<file path="src/rtl/if_id_fetch.sv">
// IF stage PC plus the IF/ID pipeline register, with a RUN/HALTED fetch FSM.
// Optional perf counters (stallCnt, flushCnt) are built when IFID_PERF_CNT_EN is defined.
module if_id_fetch (
   input  logic        clk,
   input  logic        rst,
   input  logic        stall,
   input  logic        branchTaken_m,
   input  logic [15:0] branchTarget_m,
   input  logic        halt_d,
   input  logic        imem_rdy,
   input  logic [15:0] imem_data,
   output logic [15:0] pc_f,
   output logic [15:0] instr_d,
   output logic [15:0] currPC_d,
   output logic [15:0] pcPlus2_d,
   output logic        nop_d,
`ifdef IFID_PERF_CNT_EN
   output logic [15:0] stallCnt,
   output logic [15:0] flushCnt,
`endif
   output logic        halted
);

   localparam logic [0:0]  S_RUN     = 1'b0;
   localparam logic [0:0]  S_HALTED  = 1'b1;
   localparam logic [15:0] NOP_INSTR = 16'h0800;

   logic [0:0]  state;
   logic [15:0] pc_plus2;

   assign pc_plus2 = pc_f + 16'd2;
   assign halted   = (state == S_HALTED);

   // A bubble keeps currPC_d/pcPlus2_d; only instr_d and nop_d change.
   always_ff @(posedge clk) begin
      if (rst) begin
         state     <= S_RUN;
         pc_f      <= 16'h0000;
         instr_d   <= NOP_INSTR;
         currPC_d  <= 16'h0000;
         pcPlus2_d <= 16'h0000;
         nop_d     <= 1'b1;
      end else if (branchTaken_m) begin
         state   <= S_RUN;
         pc_f    <= branchTarget_m;
         instr_d <= NOP_INSTR;
         nop_d   <= 1'b1;
      end else if (state == S_RUN && !stall) begin
         if (halt_d && !nop_d) begin
            state   <= S_HALTED;
            instr_d <= NOP_INSTR;
            nop_d   <= 1'b1;
         end else if (!imem_rdy) begin
            instr_d <= NOP_INSTR;
            nop_d   <= 1'b1;
         end else begin
            instr_d   <= imem_data;
            currPC_d  <= pc_f;
            pcPlus2_d <= pc_plus2;
            nop_d     <= 1'b0;
            pc_f      <= pc_plus2;
         end
      end
   end

`ifdef IFID_PERF_CNT_EN
   always_ff @(posedge clk) begin
      if (rst) begin
         stallCnt <= 16'h0000;
         flushCnt <= 16'h0000;
      end else begin
         if (stall && stallCnt != 16'hFFFF)
            stallCnt <= stallCnt + 16'd1;
         if (branchTaken_m && flushCnt != 16'hFFFF)
            flushCnt <= flushCnt + 16'd1;
      end
   end
`endif

endmodule

</file>
<file path="config.mk">
export PLATFORM = sky130hd
export DESIGN_NAME = if_id_fetch
export DESIGN_NICKNAME = d
export VERILOG_FILES = /design/src/rtl/if_id_fetch.sv
export SDC_FILE = /design/constraint.sdc
export NUM_CORES = 1
export LEC_CHECK = 0
export ABC_AREA = 1
export ABC_CLOCK_PERIOD_IN_PS = 2320
export CORE_ASPECT_RATIO = 0.6
export CORE_MARGIN = 1
export CORE_UTILIZATION = 47
export DETAILED_ROUTE_END_ITERATION = 10
export GPL_TIMING_DRIVEN = 0
export HOLD_SLACK_MARGIN = 0.05
export PLACE_DENSITY = 0.87
export SLEW_MARGIN = 0
export SYNTH_ARGS = -nofsm -noshare
export SYNTH_HDL_FRONTEND = slang
export SYNTH_SLANG_ARGS = --single-unit
</file>
<file path="constraint.sdc">
create_clock -name clk -period 2.32 [get_ports clk]
set_clock_uncertainty 0.2 [all_clocks]
set_input_delay 0.348 -clock clk [delete_from_list [all_inputs] [get_ports clk]]
set_output_delay 0.348 -clock clk [all_outputs]
set_load 0.02 [all_outputs]
</file>
---- After elaboration in Yosys (flattened, before gate mapping) ----
Cells that the tools add are included.
word-level totals
  flip-flop bits (word level) ............. 66
  logic and storage cells ................. 29
cells by class
  bitwise gates (word level) .............. 3
  reduce and logical (&&, ||, !) cells .... 10
  equality and inequality tests ........... 1
  multiplexer cells ....................... 8
  $add $sub $neg .......................... 1
operator list
  operator                                                         number
  16-bit 2-to-1 mux                                                6
  16-bit by 2-bit adder with 16-bit output, second input constant  1
  4-bit AND reduction                                              1
  2-bit nonzero test                                               2
  1-bit NOT                                                        3
  3-bit AND reduction                                              1
  1-bit logical AND                                                2
  1-bit logical NOT                                                2
  1-bit 2-to-1 mux                                                 2
  2-bit != test, second input constant                             1
  2-bit AND reduction                                              1
  2-bit OR reduction                                               1

---- Longest topological paths before layout ----
  depth after elaboration ................. 5
  mapped depth ............................ 9

---- Least setup slack after synthesis ----
OpenSTA, ideal clock, no wires.
  path kind ............................... reg-to-reg
  from .................................... register pc_f[2]
  to ...................................... register pcPlus2_d[9]
  setup slack ............................. 0.655 ns
  arrival time ............................ 1.355 ns
  data required time ...................... 2.010 ns
  library setup time ...................... 0.110 ns
  cell stages (with the launch flop) ...... 9
  cells stage by stage .................... dfxtp_1 -> ha_1 -> nand2_1 -> nor2_1 -> nand3_1 -> nand3_1 -> nand2_1 -> nand2_1 -> inv_1
on the way
  longest elaborated chain between the ends .. 1
ends and longest elaborated chain
  what                                      line  source
  start: declaration                        12    output logic [15:0] pc_f,
  start signal: assignment                  45    pc_f <= branchTarget_m;
  start signal: assignment                  61    pc_f <= pc_plus2;
  16-bit by 2-bit adder with 16-bit output  31    assign pc_plus2 = pc_f + 16'd2;
  end signal: assignment                    59    pcPlus2_d <= pc_plus2;
  end: declaration                          15    output logic [15:0] pcPlus2_d,
No other way between the ends.
A chain may end at the register's enable or synchronous reset.

---- Final worst setup path ----
  from .................................... register pc_f[14]
  to ...................................... output port pc_f[14]
No word-level cell between the ends.

==> impl_metrics.env <==
export IMPL_ys_seq_elements=65
export IMPL_vias=2875
export IMPL_post_cts_resized=0
export IMPL_numCtsBuffers=9
export IMPL_postRouteAntennaNets=0
export IMPL_yosysSeqAreaShare_pct=48.7
export IMPL_finalCriticalPeriod_ns=2.01
export IMPL_status="finished clean"
export IMPL_syn_num_nets=405
export IMPL_clkLatencyLatePin_ns=0.34
export IMPL_chipWidth_um=99.4
export IMPL_detail_route_vias_per_cell=5.24
export IMPL_critPathMaxStageDelay_ns=0.68
export IMPL_syn_to_final_growth_pct=46.7
export IMPL_initial_utilization_pct=50.9
export IMPL_grt_total_usage_pct=28.3
export IMPL_cp_end_kind="output port"
export IMPL_htreeDepth=3
export IMPL_drv_slew=0
export IMPL_cp_top_family="buffers and inverters"
export IMPL_path_buf_inv=1
export IMPL_final_layout_size_suffix_gt1_share_pct=5.38
export IMPL_rsz0062_at_grt="false"
export IMPL_cts_sinks=65
export IMPL_grt_pass1_vias=2731
export IMPL_crit_path_max_fanout=5
export IMPL_worstSetupPathType="reg2out"
export IMPL_dieArea_sq_mm=0.00600
export IMPL_post_dp_hpwl_um=6070
export IMPL_gp_congestion=0.886
export IMPL_setup_viol=0
export IMPL_drt_iter0_markers=171
export IMPL_drt_first_pass_iters=5
export IMPL_arrival_ns=1.46
export IMPL_dp_cells=533
export IMPL_routed_wirelength_um=8140
export IMPL_cap_violations=0
export IMPL_peakVddDrop_mv=0.451
export IMPL_fmax_mhz=498
export IMPL_total_power_mw=2.35
export IMPL_syn_cell_area_sq_mm=0.00267
export IMPL_powerDensity_mw_per_mm2=599
export IMPL_worst_pin_slew_ns=0.624
export IMPL_ctsHoldBuffers=0
export IMPL_synthCells=366
export IMPL_grt_pass1_wl_um=12700
export IMPL_coreArea_sq_mm=0.00526
export IMPL_clk_path_buf_depth=2
export IMPL_power_leakage_nw=1.60
export IMPL_synth_top_cell_area_share_pct=48.7
export IMPL_post_cts_buffers=0
export IMPL_fp_row_count=20
export IMPL_fin_cells=549
export IMPL_drc_errors=0
export IMPL_n_antenna_cell=0
export IMPL_path_cells="clkdlybuf4s50_1"
export IMPL_synth_area_leader_cell="dfxtp_1"
export IMPL_critPathRequiredTime_ns=1.77
export IMPL_grt_max_degree=11
export IMPL_nets=517
export IMPL_synthTopCellsByArea="dfxtp_1 49%, nand2_1 15%, a21oi_1 9.2%"
export IMPL_grt_antenna_before_repair=0
export IMPL_io_pins=104
export IMPL_wl_per_cell_um=14.8
export IMPL_final_setup_tns_ns=0
export IMPL_grt_ovfl_total=0
export IMPL_die_h_um=60.4
export IMPL_cts_tree="built"
export IMPL_avgSynthCellArea_sq_um=7.31
export IMPL_yosysWarnings=0
export IMPL_cp_start_kind="register"
export IMPL_max_slew_margin_pct=58.4
export IMPL_min_path_type="in2reg"
export IMPL_hold_viol=0
export IMPL_ys_types=24
export IMPL_clock_root_buffer="clkbuf_8"
export IMPL_clk_pin_slew_ns=0.07
export IMPL_cpMaxStageDelayCell="clkdlybuf4s50_1"
export IMPL_post_route_period_util_pct=86.6
export IMPL_io_buffers=101
==> per-layer routing <==
metal  up-vias  routed length [um]  global-route usage [%]
met4         0                 157                    11.6
met3        19                 721                    10.3
met2       137                3670                    45.1
li1       1403                   -                       -
met5         -                   0                       0
met1      1316                3590                    35.8
==> registers in the layout (all words and copies together), names as in the netlist <==
name / count
pc_f: 16
halted: 1
instr_d: 16
currPC_d: 16
pcPlus2_d: 15
nop_d: 1
==> synth_stat cells (all sizes together) <==
| master | count |
|---|---|
| clkbuf | 7 |
| nand3 | 24 |
| nand2 | 107 |
| ha | 1 |
| xor2 | 3 |
| nand3b | 1 |
| nor2 | 29 |
| nand4 | 5 |
| xnor2 | 1 |
| dfxtp | 65 |
| a31oi | 1 |
| buf | 10 |
| o21a | 1 |
| o21ai | 23 |
| o22ai | 3 |
| inv | 36 |
| a21oi | 49 |
==> power breakdown <==
group | internal, mW | switching, mW | total [mW]
sequential | 1.16 | 0.0404 | 1.20
combinational | 0.171 | 0.194 | 0.366
clock | 0.381 | 0.406 | 0.787
==> logic make-up (layout without fill, tap and decap cells) <==
group,Yosys count,count (layout),synth area share [%]
flip-flops,65,65,48.7
buffers and inverters,53,170,8.47
AO/OA/AOI/OAI,77,77,14.7
adder cells (fa/ha/maj),1,1,0.468
XOR/XNOR,4,4,1.31
AND/OR/NAND/NOR,166,166,26.4
==> stage by stage <==
step           setup WS, ns  area, sq um  hold WS (ns)  utilization [%]
6_report              0.311         3920         0.204             74.6
5_1_grt               0.272         3920         0.210             74.6
4_1_cts               0.314         3920         0.186             74.6
3_5_place_dp          0.107         3770         0.258             71.7
3_3_place_gp          0.167         3770         0.251             71.7
2_1_floorplan         0.655         2670         0.254                -
==> area by class of cell <==
cell class | instances | area [sq um]
multi-input cells | 248 | 1150
clock inverters | 4 | 20.0
repair buffers | 101 | 1010
well taps | 66 | 82.6
inverters | 36 | 135
fillers | 427 | 1330
clock buffers | 12 | 135
plain buffers | 17 | 91.3
flip-flops and latches | 65 | 1300
==> placed cells by master, fill, tap and decap left out, drive strengths merged, types with 10 or more instances in the layout <==
| cell type | n |
|---|---|
| dfxtp | 65 |
| buf | 10 |
| nand2 | 107 |
| clkbuf | 19 |
| inv | 36 |
| a21oi | 49 |
| nand3 | 24 |
| nor2 | 29 |
| o21ai | 23 |
| clkdlybuf4s50 | 101 |
==> final timing paths <==
path / start / endpoint / slack [ns] / cells past startpoint
worst max register to register: pc_f[2] / pc_f[15] / 0.53 / 7
worst min-delay path: rst / currPC_d[0] / 0.20 / 2
worst max-delay path: pc_f[14] / pc_f[14] / 0.31 / 1
worst min register to register: instr_d[1] / instr_d[1] / 0.27 / 2
Note: power is estimated with default switching activity, not from simulation.
